[src/rtl/srl_pkg.sv]
// rtl/srl_pkg.sv - shared constants and elaboration helpers for addressable shift registers
//
// Purpose : depth constants for the 16- and 32-deep shift-register styles,
//           tap-address width derivation and depth legality check.
// Ports   : none (package)

package srl_pkg;

  localparam int SRL16_DEPTH = 16;
  localparam int SRL32_DEPTH = 32;

  // Only the two depths the vendor primitives provide are legal.
  function automatic bit srl_depth_ok(input int depth);
    return (depth == SRL16_DEPTH) || (depth == SRL32_DEPTH);
  endfunction

  // Tap address width for a legal depth (4 for 16, 5 for 32).
  function automatic int srl_addr_w(input int depth);
    return $clog2(depth);
  endfunction

endpackage

[src/rtl/srl_addr_shift.sv]
// rtl/srl_addr_shift.sv - addressable shift register with dynamic tap and cascade output
//
// Purpose : single-bit delay line of DEPTH stages (16 or 32) with a
//           combinational tap mux and a last-stage cascade output.
//           Asynchronous reset reloads INIT.
// Ports   : clk    - rising-edge clock
//           rst_n  - asynchronous active-low reset, restores INIT
//           ce     - shift enable
//           d      - serial data in (enters stage 0)
//           a      - tap select, 0 = newest stage
//           q      - sr[a], combinational
//           q_last - sr[DEPTH-1], cascade output

module srl_addr_shift
  import srl_pkg::*;
#(
  parameter int               DEPTH = SRL32_DEPTH,
  parameter logic [DEPTH-1:0] INIT  = '0
) (
  input  logic                          clk,
  input  logic                          rst_n,
  input  logic                          ce,
  input  logic                          d,
  input  logic [srl_addr_w(DEPTH)-1:0]  a,
  output logic                          q,
  output logic                          q_last
);

  localparam int ADDR_W = srl_addr_w(DEPTH);

  generate
    if (!srl_depth_ok(DEPTH)) begin : g_bad_depth
      $error("srl_addr_shift: DEPTH=%0d is illegal, must be 16 or 32", DEPTH);
    end
  endgenerate

  logic [DEPTH-1:0] sr;

  // Reset branch wins over ce, so an unknown ce cannot disturb contents
  // while rst_n is low.
  always_ff @(posedge clk or negedge rst_n) begin
    if (!rst_n) begin
      sr <= INIT;
    end else if (ce) begin
      sr <= {sr[DEPTH-2:0], d};
    end
  end

  // Address width covers DEPTH exactly, so every a selects a real stage.
  logic [ADDR_W-1:0] tap;
  assign tap    = a;
  assign q      = sr[tap];
  assign q_last = sr[DEPTH-1];

endmodule

[config.mk]
export PLATFORM = sky130hd
export DESIGN_NAME = srl_addr_shift
export DESIGN_NICKNAME = d
export VERILOG_FILES = /design/src/rtl/srl_pkg.sv /design/src/rtl/srl_addr_shift.sv
export SDC_FILE = /design/constraint.sdc
export NUM_CORES = 1
export LEC_CHECK = 0
export BUFFER_PORTS_ARGS = -buffer_cell sky130_fd_sc_hd__buf_2
export CORE_ASPECT_RATIO = 1.4
export CORE_MARGIN = 4
export CORE_UTILIZATION = 40
export DETAILED_ROUTE_END_ITERATION = 7
export RECOVER_POWER = 25
export SLEW_MARGIN = 40
export SYNTH_ARGS = -nofsm -noshare
export SYNTH_HDL_FRONTEND = slang
export SYNTH_SLANG_ARGS = --single-unit
[constraint.sdc]
create_clock -name clk -period 1.7 [get_ports clk]
set_input_delay 0.255 -clock clk [delete_from_list [all_inputs] [get_ports clk]]
set_output_delay 0.255 -clock clk [all_outputs]
set_load 0.02 [all_outputs]
* Yosys cells after proc, flatten, opt, wreduce, memory -nomap -nowiden
Index checks and enable logic that the tools add are counted. Widths: inputs -> output; s select.
Storage, ports and cells: output and inout bits 2, word-level logic and storage cells 4, register bits after elaboration 32
Cells by class: magnitude comparators 1, muxes and demuxes 2
Operators with widths (number):
- $lt 5x6->1 const B | 1
- $bmux 1 s5 | 1
- $mux 1 | 1

* Longest topological paths before layout
Gate-level depths: netlist of the first run.
depth in word-level cells 2, gate-level depth with buffers 7, gate-level depth less buffers 5

* Worst setup path after synthesis of the first run
OpenSTA, ideal clock, no wires.
kind input to output, start in a[1], end out q, slack 0.217 ns, arrival time 1.228 ns, stages 7, cells stage by stage buf_6 -> buf_12 -> mux2i_1 -> a22oi_1 -> nand3_1 -> nand2_1 -> a311o_1
On the way: cells in the longest elaborated chain, start to end 2
RTL lines:
- start, declared | RTL line srl_addr_shift.sv:24 | input logic [srl_addr_w(DEPTH)-1:0] a,
- $bmux 1 s5 | RTL line srl_addr_shift.sv:52 | assign q = sr[tap];
- $mux 1 (not written as such) | RTL line srl_addr_shift.sv:52
- end, declared | RTL line srl_addr_shift.sv:25 | output logic q,
Every way passes these cells. The select of a mux whose other input is x is not followed.

* Worst setup path after layout of the first run
start reg sr[24], end out q
On the way: cells in the longest elaborated chain, start to end 2
RTL lines:
- start, declared | RTL line srl_addr_shift.sv:37 | logic [DEPTH-1:0] sr;
- start signal, assigned | RTL line srl_addr_shift.sv:45 | sr <= {sr[DEPTH-2:0], d};
- $bmux 1 s5 | RTL line srl_addr_shift.sv:52
- $mux 1 (not written as such) | RTL line srl_addr_shift.sv:52
Every way passes these cells. The select of a mux whose other input is x is not followed.

==> results.json, run 1 <==
{
  "p_seq_share_pct": 50.5,
  "cp-start-kind": "flop",
  "fin_nets": 139,
  "n_antenna_cell": 0,
  "holdBufCountCts": 0,
  "post-route-period-util_pct": 105,
  "drv_slew": 0,
  "violations": "negative setup slack",
  "p_switching_mw": 0.691,
  "drc": 0,
  "vias": 896,
  "fillers": 335,
  "power.leakage_nw": 0.828,
  "clock.fmax_mhz": 563,
  "multi_input_area_um2": 658,
  "ys_warn_count": 0,
  "clk_transition_reported_paths_ns": 0.06,
  "hold_viol": 0,
  "vias_per_cell": 5.18,
  "p_int_mw": 1.82,
  "synth_fp_nets": 118,
  "die-area_mm2": 0.00482,
  "synth_cell_types": 20,
  "combPwrFrac_pct": 26.3,
  "start_util_pct": 41.3,
  "cap_violations": 0,
  "path_depth": 6,
  "io_pins": 11,
  "drtPass1Iterations": 4,
  "layout_min_cycle_time_ns": 1.78,
  "root_buffer": "clkbuf_8",
  "timing.critical_path.buf_inv": 1,
  "rsz0062_at_grt": "true",
  "largestRegisters": "sr: 32 flops",
  "drt-initial-drc-count": 19,
  "slowest_delay_ns": 0.40,
  "crit_type": "flop to output port",
  "avgRoutedWirePerCell_um": 14.9,
  "cts_tree": "yes",
  "die_h_um": 80.6,
  "num_rows": 26,
  "end_kind": "output port",
  "cts_buffer_depth": 2,
  "ant_nets": 0,
  "globalplace.congestion": 0.811,
  "p_sw_share_pct": 27.5,
  "htreeDepth": 2,
  "drive_gt1_share_pct": 43.5,
  "final_cell_mix": "dfrtp_1 (32), mux2_2 (30), mux2i_1 (16)",
  "synthDominantCellAreaShare_pct": 53.2,
  "critical_path_arrival_ns": 1.52,
  "dp_hpwl_um": 1780,
  "status": "finished, violations left",
  "worst_pin_slew_ns": 0.777,
  "syn-cell-area_mm2": 0.00151,
  "critPathTopFamily": "compound AO/OA/AOI/OAI gates",
  "crit_slowest_cell": "dfrtp_1",
  "synth.yosys.seq_area_share_pct": 53.2,
  "peakVddDrop_mv": 0.688,
  "setup_viol_count_final": 1,
  "grt_overflow": 0,
  "clk_latency_ns": 0.28,
  "place_ws_ns": -0.0477,
  "area_delta_synth_final_pct": 16.8,
  "ys_ff_latch": 32,
  "power.density_mw_per_mm2": 1430,
  "synth_largest_area_cell": "dfrtp_1",
  "critPathMaxFanout": 3,
  "postSynthCellCount": 109,
  "grt_pass1_wl_um": 4440,
  "top_register": "sr",
  "track_usage_pct": 12.4,
  "regArea_um2": 801,
  "critical_path_required_ns": 1.44,
  "grt_pass1_vias": 961,
  "die_x_um": 59.8,
  "grt_start_max_net_pins": 33,
  "largest_register_ffs": 32,
  "skew_ns": 0.00374,
  "path_cells": "mux2i_1 -> a21oi_1 -> nand3_1 -> nand2_1 -> a311o_1 -> buf_6",
  "core_area_mm2": 0.00364,
  "layoutNonFillerInstCount": 173,
  "slew_headroom_pct": 48.2,
  "clock_sinks": 32,
  "synth_area_leaders": "dfrtp_1 (53%), mux2_2 (22%), mux2i_1 (11%)",
  "layout_commonest_cell": "dfrtp_1",
  "antenna_found_initial": 0,
  "cts_buffers": 5,
  "min_path_type": "primary input to async pin",
  "r2r_cells": 2,
  "wl_um": 2580,
  "dp_cells": 158,
  "port_buffers": 10,
  "p_clk_share_pct": 23.1,
  "fin_ws_ns": -0.0773,
  "postSynthAreaPerCell_um2": 13.8
}
-- final timing paths --
kind                                     from                  to  slack, ns
setup / recovery           sr[24]$_DFFE_PN0P_                   q      -0.08
hold / removal                          rst_n  sr[30]$_DFFE_PN0P_       0.03
setup reg to reg           sr[17]$_DFFE_PN0P_  sr[18]$_DFFE_PN0P_       0.82
hold reg to reg             sr[0]$_DFFE_PN0P_   sr[0]$_DFFE_PN0P_       0.52
max in group asynchronous               rst_n   sr[1]$_DFFE_PN0P_       1.16
min in group clk                            d   sr[0]$_DFFE_PN0P_       0.20
-- worst reg2reg max path, stage by stage (launching register included) --
cell and delay (ns):
dfrtp_1 0.38, buf_4 0.14, mux2_2 0.25
-- power by group through the flow --
stage                     Clock (mW)  Sequential [mW]  Combinational (mW)
final                          0.580             1.27               0.661
after global routing           0.635             1.31               0.737
after CTS                      0.606             1.27               0.669
after detailed placement           0             1.29               0.554
after global placement             0             1.29               0.529
after floorplan                    0             1.22               0.452
-- synthesized netlist by cell type, drive strengths merged --
| cell | number |
|---|---|
| dfrtp | 32 |
| nand2b | 1 |
| a21oi | 3 |
| mux2 | 32 |
| a311o | 1 |
| a211oi | 1 |
| nand4b | 1 |
| nor2 | 1 |
| nand2 | 6 |
| clkbuf | 1 |
| mux2i | 16 |
| and2b | 1 |
| nand3 | 2 |
| and2 | 1 |
| nor2b | 1 |
| buf | 5 |
| a22oi | 4 |
-- through the flow --
stage / instance area, um^2 / setup TNS [ns] / total power, mW / hold slack (ns) / util, %
after floorplan: 1510 / 0 / 1.67 / -0.0406 / -
after global placement: 1610 / -0.0157 / 1.82 / 0.325 / 44.1
after detailed placement: 1610 / -0.0477 / 1.85 / 0.344 / 44.1
after CTS: 1750 / -0.0985 / 2.54 / 0.0437 / 48.1
after global routing: 1760 / -0.219 / 2.68 / 0.118 / 48.2
final: 1760 / -0.0773 / 2.51 / 0.0345 / 48.2
-- cell families (layout without fill, tap and decap cells) --
kind of cell,count (synthesis),after routing,share of synthesized area (%)
and+or+nand+nor,14,14,4.74
muxes,48,48,34.6
AOI/OAI and AO/OA,9,9,4.16
DFF,32,32,53.2
buffers and inverters,6,28,3.32
-- metal layers --
metal  part of all wire [%]  wire length (um)  global-route usage [%]  up-vias
met2                     49              1280                    19.0       16
met3                    4.3               111                    4.34        4
met5                      0                 0                       0        -
met1                     45              1150                    15.5      435
li1                       -                 -                       -      441
met4                    1.6                40                    5.32        0
-- area by class of cell --
cell class	count	area share (%)
Sequential cell	32	45.6
Tap cell	42	2.99
Timing Repair Buffer	20	8.90
Clock buffer	8	5.12
Multi-Input combinational cell	71	37.4
-- timing repair --
item | 4_1_cts | 5_1_grt
buffers inserted | 7 | 0
resized for setup | 2 | 1
endpoints found under the setup margin | 1 | 1
pin swaps | 3 | 0
Note: power is estimated with default switching activity, not from simulation.
==> run 2, diff against run 1 <==
--- a/config.mk
+++ b/config.mk
@@ -5,6 +5,7 @@
 export SDC_FILE = /design/constraint.sdc
 export NUM_CORES = 1
 export LEC_CHECK = 0
+export ABC_AREA = 1
 export BUFFER_PORTS_ARGS = -buffer_cell sky130_fd_sc_hd__buf_2
 export CORE_ASPECT_RATIO = 1.4
 export CORE_MARGIN = 4
==> run 2 against run 1 <==
Net effect:
- the flow now finishes without violations
- die area is 2.3% higher
- first-iteration DRC count up 120%
- final area is 1.6% lower
- clock power up 2%
- core utilization fell by 1.2 points
- sequential share of layout area rose by 0.72 points
- sequential cell count unchanged
- clock skew shrank 0.00080 ns
- synthesized cell count is 81% higher
- largest power group unchanged
==> results.json, run 2 <==
{
  "grt_overflow": 0,
  "synth.yosys.seq_area_share_pct": 51.8,
  "synth_top_flop_cell": "dfrtp_1",
  "clk_latency_ns": 0.28,
  "grt_pass1_wl_um": 5110,
  "die-area_mm2": 0.00494,
  "start_util_pct": 42.0,
  "clock_sinks": 32,
  "r2r_cells": 3,
  "cts_buffer_depth": 2,
  "critical_path_required_ns": 1.44,
  "largestRegisters": "sr: 32 flops",
  "setup_viol_count_final": 0,
  "power.density_mw_per_mm2": 1070,
  "p_sw_share_pct": 28.1,
  "ant_nets": 0,
  "antenna_found_initial": 0,
  "power.leakage_nw": 0.870,
  "drt-initial-drc-count": 42,
  "grt_start_max_net_pins": 65,
  "fin_ws_ns": 0.136,
  "min_path_type": "primary input to async pin",
  "cp-start-kind": "flop",
  "crit_end": "q",
  "clk_transition_reported_paths_ns": 0.06,
  "p_seq_share_pct": 51.3,
  "critical_path_arrival_ns": 1.31,
  "ys_async_sr_fraction_pct": 100,
  "hold_viol": 0,
  "p_int_mw": 1.33,
  "synth_area_leaders": "dfrtp_1 (52%), nand2_1 (13%), nand3_1 (7.8%)",
  "track_usage_pct": 13.9,
  "die_x_um": 60.5,
  "skew_ns": 0.00294,
  "core_area_mm2": 0.00368,
  "synth_edf_count": 0,
  "io_pins": 11,
  "rsz0062_at_grt": "true",
  "critPathMaxFanout": 3,
  "wl_um": 2830,
  "place_ws_ns": 0.127,
  "end_kind": "output port",
  "p_clk_share_pct": 31.9,
  "ys_ff_latch": 32,
  "htreeDepth": 2,
  "layout_min_cycle_time_ns": 1.56,
  "hold_slack_ns": 0.0474,
  "reg2reg_from": "sr[7]$_DFFE_PN0P_",
  "cp-startpoint": "sr[7]$_DFFE_PN0P_",
  "drv_slew": 0,
  "cap_violations": 0,
  "crit_type": "flop to output port",
  "cts_tree": "yes",
  "clock.fmax_mhz": 639,
  "final_cell_mix": "nand2_1 (55), dfrtp_1 (32), nand3_1 (22)",
  "fin_nets": 217,
  "largest_register_ffs": 32,
  "vias": 1187,
  "dp_hpwl_um": 1910,
  "peakVddDrop_mv": 0.511,
  "port_buffers": 10,
  "die_h_um": 81.5,
  "n_antenna_cell": 0,
  "post-route-period-util_pct": 92.0,
  "p_switching_mw": 0.522,
  "grt_pass1_vias": 1171,
  "drc": 0,
  "postSynthAreaPerCell_um2": 7.84,
  "postSynthCellCount": 197,
  "cts_buffers": 5,
  "synth_fp_nets": 206,
  "status": "finished, final reports clean",
  "root_buffer": "clkbuf_8",
  "reg2reg_to": "sr[7]$_DFFE_PN0P_",
  "synth_largest_area_cell": "dfrtp_1",
  "num_rows": 26,
  "ys_warn_count": 0,
  "synthDominantCellAreaShare_pct": 51.8,
  "combPwrFrac_pct": 16.8,
  "vias_per_cell": 4.73,
  "area_delta_synth_final_pct": 12.0,
  "avgRoutedWirePerCell_um": 11.3,
  "drive_gt1_share_pct": 14.8,
  "synth_cell_types": 15,
  "synthTopCellsByCount": "nand2_1 (55), dfrtp_1 (32), nand3_1 (24)",
  "globalplace.congestion": 0.777,
  "slew_headroom_pct": 47.6,
  "worst_pin_slew_ns": 0.786,
  "r2r_slack_ns": 0.91,
  "top_register": "sr",
  "finalPower_mw": 1.86,
  "syn-cell-area_mm2": 0.00155,
  "yosysMostFrequentCell": "nand2_1",
  "layout_commonest_cell": "nand2_1",
  "drtPass1Iterations": 4,
  "fillers": 367
}
==> run 2: changes by cell type after synthesis, moves of 4 or more <==
cell | before | now
a21oi_1 | 3 | 16
a22oi_1 | 4 | 0
o21ai_0 | 0 | 16
nand2_1 | 6 | 55
nand3_1 | 2 | 24
inv_1 | 0 | 19
mux2i_1 | 16 | 0
mux2_2 | 30 | 0
nand2_2 | 0 | 6
nor2_1 | 1 | 16
==> run 2: cell type report <==
class / instances / area [um^2] / share of cell area [%]
Sequential cell: 32 / 801 / 46.3
Multi-Input combinational cell: 133 / 594 / 34.3
Timing Repair Buffer: 15 / 109 / 6.29
Clock buffer: 8 / 90.1 / 5.21
Inverter: 21 / 83.8 / 4.84
Tap cell: 42 / 52.6 / 3.04
==> run 2: routing by layer <==
| layer | wire length (um) | track usage (%) | up-vias |
|---|---|---|---|
| met5 | 0 | 0 | - |
| met4 | 55 | 5.86 | 0 |
| met3 | 108 | 4.72 | 6 |
| met2 | 1280 | 21.5 | 15 |
| met1 | 1380 | 17.4 | 523 |
| li1 | - | - | 643 |
==> run 2: cell families (layout without fill, tap and decap cells) <==
kind of cell | after synthesis | after routing | share of synthesized area (%)
buf+inv | 32 | 44 | 10.4
simple gates | 101 | 101 | 27.5
flops | 32 | 32 | 51.8
compound gates | 32 | 32 | 10.4
==> run 2: worst min-delay path by stage <==
stage	startpoint	to	slack, ns	depth (start not counted)
4_1_cts	rst_n	sr[5]$_DFFE_PN0P_	0.04	1
3_5_place_dp	rst_n	sr[1]$_DFFE_PN0P_	0.35	1
5_1_grt	rst_n	sr[25]$_DFFE_PN0P_	0.11	1
2_1_floorplan	rst_n	sr[0]$_DFFE_PN0P_	-0.04	0
3_3_place_gp	rst_n	sr[1]$_DFFE_PN0P_	0.35	1
6_report	rst_n	sr[1]$_DFFE_PN0P_	0.05	1
==> run 2: worst max-delay path, cell delays in order, from the launching register on <==
cell     delay (ns)
dfrtp_1        0.40
nand2_1        0.07
nand3_1        0.07
nand3_1        0.08
nand2_1        0.06
nand2_1        0.06
nand2_1        0.05
nand2_1        0.05
nand2_1        0.06
buf_6          0.13
==> run 2: metrics by stage <==
step | std cells | instance area (um^2) | setup TNS, ns | util, %
2_1_floorplan | 197 | 1550 | 0 | -
3_3_place_gp | 239 | 1590 | 0 | 43.3
3_5_place_dp | 239 | 1590 | 0 | 43.3
4_1_cts | 247 | 1680 | 0 | 45.7
5_1_grt | 251 | 1730 | -0.0429 | 47.1
6_report | 251 | 1730 | 0 | 47.1
==> run 2: power groups by stage <==
stage	clock, mW	combinational (mW)	sequential [mW]
finish	0.592	0.312	0.951
floorplan	0	0.224	0.946
CTS	0.610	0.288	0.953
global placement	0	0.282	0.967
detailed placement	0	0.287	0.965
global route	0.647	0.369	0.964
==> run 2: repair_timing <==
action	in CTS	in global routing
resized for setup	0	5
setup buffers	0	4
setup endpoints to repair	0	1
endpoints found under the hold margin	0	0
hold buffers	0	0
==> run 3, diff against run 2 <==
==> constraint.sdc (replaced) <==
create_clock -name clk -period 1.4 [get_ports clk]
set_input_delay 0.21 -clock clk [delete_from_list [all_inputs] [get_ports clk]]
set_output_delay 0.21 -clock clk [all_outputs]
set_load 0.02 [all_outputs]
==> run 3 against run 2 <==
Net effect:
- the flow now finishes with violations (negative setup slack)
- combinational power is 56% higher
- clock skew rose by 0.0021 ns
- critical path depth unchanged
- critical path type unchanged
- clock-buffer cell count is the same
- sequential power rose by 20%
- clock power rose by 22%
- first-iteration DRC count fell by 38%
- non-clock buffer count grew 17
- largest cell class unchanged
- highest routed layer unchanged
- critical endpoint unchanged
- sequential share of layout area fell by 3.4 points
- power up 27%
==> results.json, run 3 (synthesis results as in run 2) <==
{
  "status": "finished, violations left",
  "violations": "negative setup slack",
  "drv_slew": 0,
  "cts_buffers": 5,
  "post_dp_cell_area_mm2": 0.00163,
  "worst_pin_slew_ns": 0.841,
  "p_switching_mw": 0.662,
  "n_antenna_cell": 0,
  "slew_headroom_pct": 43.9,
  "area_delta_synth_final_pct": 21.0,
  "grt_pass1_wl_um": 5730,
  "reg2reg_from": "sr[21]$_DFFE_PN0P_",
  "die-area_mm2": 0.00494,
  "layoutNonFillerInstCount": 268,
  "vias_per_cell": 4.82,
  "crit_type": "flop to output port",
  "hold_viol": 0,
  "cap_violations": 0,
  "fin_nets": 234,
  "wl_um": 3090,
  "p_int_mw": 1.69,
  "p_sw_share_pct": 28.1,
  "core_area_mm2": 0.00368,
  "skew_ns": 0.00505,
  "largestRegisters": "sr: 32 flops",
  "post-route-period-util_pct": 107,
  "min_from": "d",
  "critical_path_required_ns": 1.19,
  "place_ws_ns": 0.0257,
  "clk_transition_reported_paths_ns": 0.06,
  "grt_overflow": 0,
  "reg2reg_to": "sr[21]$_DFFE_PN0P_",
  "layout_commonest_cell": "nand2_1",
  "num_rows": 26,
  "end_kind": "output port",
  "holdPathStages": 3,
  "io_pins": 11,
  "power.leakage_nw": 0.951,
  "drtPass1Iterations": 4,
  "p_clk_share_pct": 30.8,
  "critical_path_arrival_ns": 1.28,
  "final_cell_mix": "nand2_1 (55), dfrtp_1 (32), nand3_1 (22)",
  "antenna_found_initial": 0,
  "die_h_um": 81.5,
  "root_buffer": "clkbuf_8",
  "top_register": "sr",
  "layout_min_cycle_time_ns": 1.49,
  "cts_tree": "yes",
  "drive_gt1_share_pct": 20.4,
  "grt_pass1_vias": 1381,
  "avgRoutedWirePerCell_um": 11.5,
  "rsz0062_at_grt": "true",
  "min_path_type": "primary input to flop",
  "p_seq_share_pct": 48.5,
  "globalplace.congestion": 0.753,
  "htreeDepth": 2,
  "start_util_pct": 42.0,
  "port_buffers": 10,
  "grt_start_max_net_pins": 65,
  "final_area_mm2": 0.00187,
  "hold_end": "sr[0]$_DFFE_PN0P_",
  "die_x_um": 60.5,
  "vias": 1293,
  "setup_viol_count_final": 1,
  "clock_sinks": 32,
  "clock.fmax_mhz": 669,
  "dp_hpwl_um": 2070,
  "drc": 0,
  "peakVddDrop_mv": 0.740,
  "finalPower_mw": 2.35,
  "drt-initial-drc-count": 26,
  "r2r_cells": 4,
  "critPathMaxFanout": 2,
  "largest_register_ffs": 32,
  "cp-start-kind": "flop",
  "combPwrFrac_pct": 20.7,
  "fin_ws_ns": -0.0947,
  "r2r_slack_ns": 0.48,
  "track_usage_pct": 15.3,
  "cts_buffer_depth": 2,
  "clk_latency_ns": 0.28,
  "power.density_mw_per_mm2": 1260,
  "ant_nets": 0,
  "dp_cells": 243
}
==> run 3: cell count changes in the layout (fill, tap and decap cells not counted), sizes merged <==
cell,previous run,this run
dlygate4sd3,0,1
clkbuf,10,9
buf,13,30
==> run 3: critical path: stages (launching register included) <==
cell and delay (ns):
dfrtp_1 0.39, nand2_1 0.07, nand3_1 0.07, nand3_1 0.08, nand2_1 0.06, nand2_1 0.05
nand2_1 0.05, nand2_1 0.05, nand2_1 0.06, buf_6 0.13
==> run 3: cell type report <==
class	instances	area [um^2]
Fill cell	388	1810
Sequential cell	32	801
Multi-Input combinational cell	133	594
Timing Repair Buffer	32	248
Clock buffer	8	90.1
Inverter	21	83.8
Tap cell	42	52.6
==> run 3: worst max-delay path by stage <==
stage | startpoint | end | slack, ns
after detailed placement | a[0] | q | 0.03
after CTS | sr[14]$_DFFE_PN0P_ | q | -0.11
after global placement | a[0] | q | 0.01
final | sr[21]$_DFFE_PN0P_ | q | -0.09
after global routing | sr[21]$_DFFE_PN0P_ | q | -0.24
after floorplan | a[0] | q | 0.19
==> run 3: repair_timing <==
item	CTS	global route
endpoints found under the hold margin	13	0
pin swaps	7	2
endpoints found under the setup margin	1	1
setup buffers	11	5
gates resized for setup	2	2
hold buffers	1	0
==> run 3: routing by layer <==
layer  vias up  GRT usage (%)  wire length (um)
met1       599           17.9              1440
met2        13           24.8              1480
li1        674              -                 -
met3         7           5.35               107
met4         0           6.94                60
met5         -              0                 0
==> run 3: stage by stage <==
stage	setup TNS, ns	hold WS, ns	util, %
after floorplan	0	-0.0856	-
after global placement	0	0.138	44.5
after detailed placement	0	0.141	44.5
after CTS	-0.107	0.128	49.6
after global routing	-0.243	0.148	50.9
final	-0.0947	0.132	50.9
==> run 3: power by group through the flow <==
stage	Sequential, mW	Clock, mW	Combinational [mW]
floorplan	1.15	0	0.272
global placement	1.17	0	0.358
detailed placement	1.17	0	0.364
CTS	1.14	0.748	0.456
global route	1.16	0.800	0.561
finish	1.14	0.724	0.488
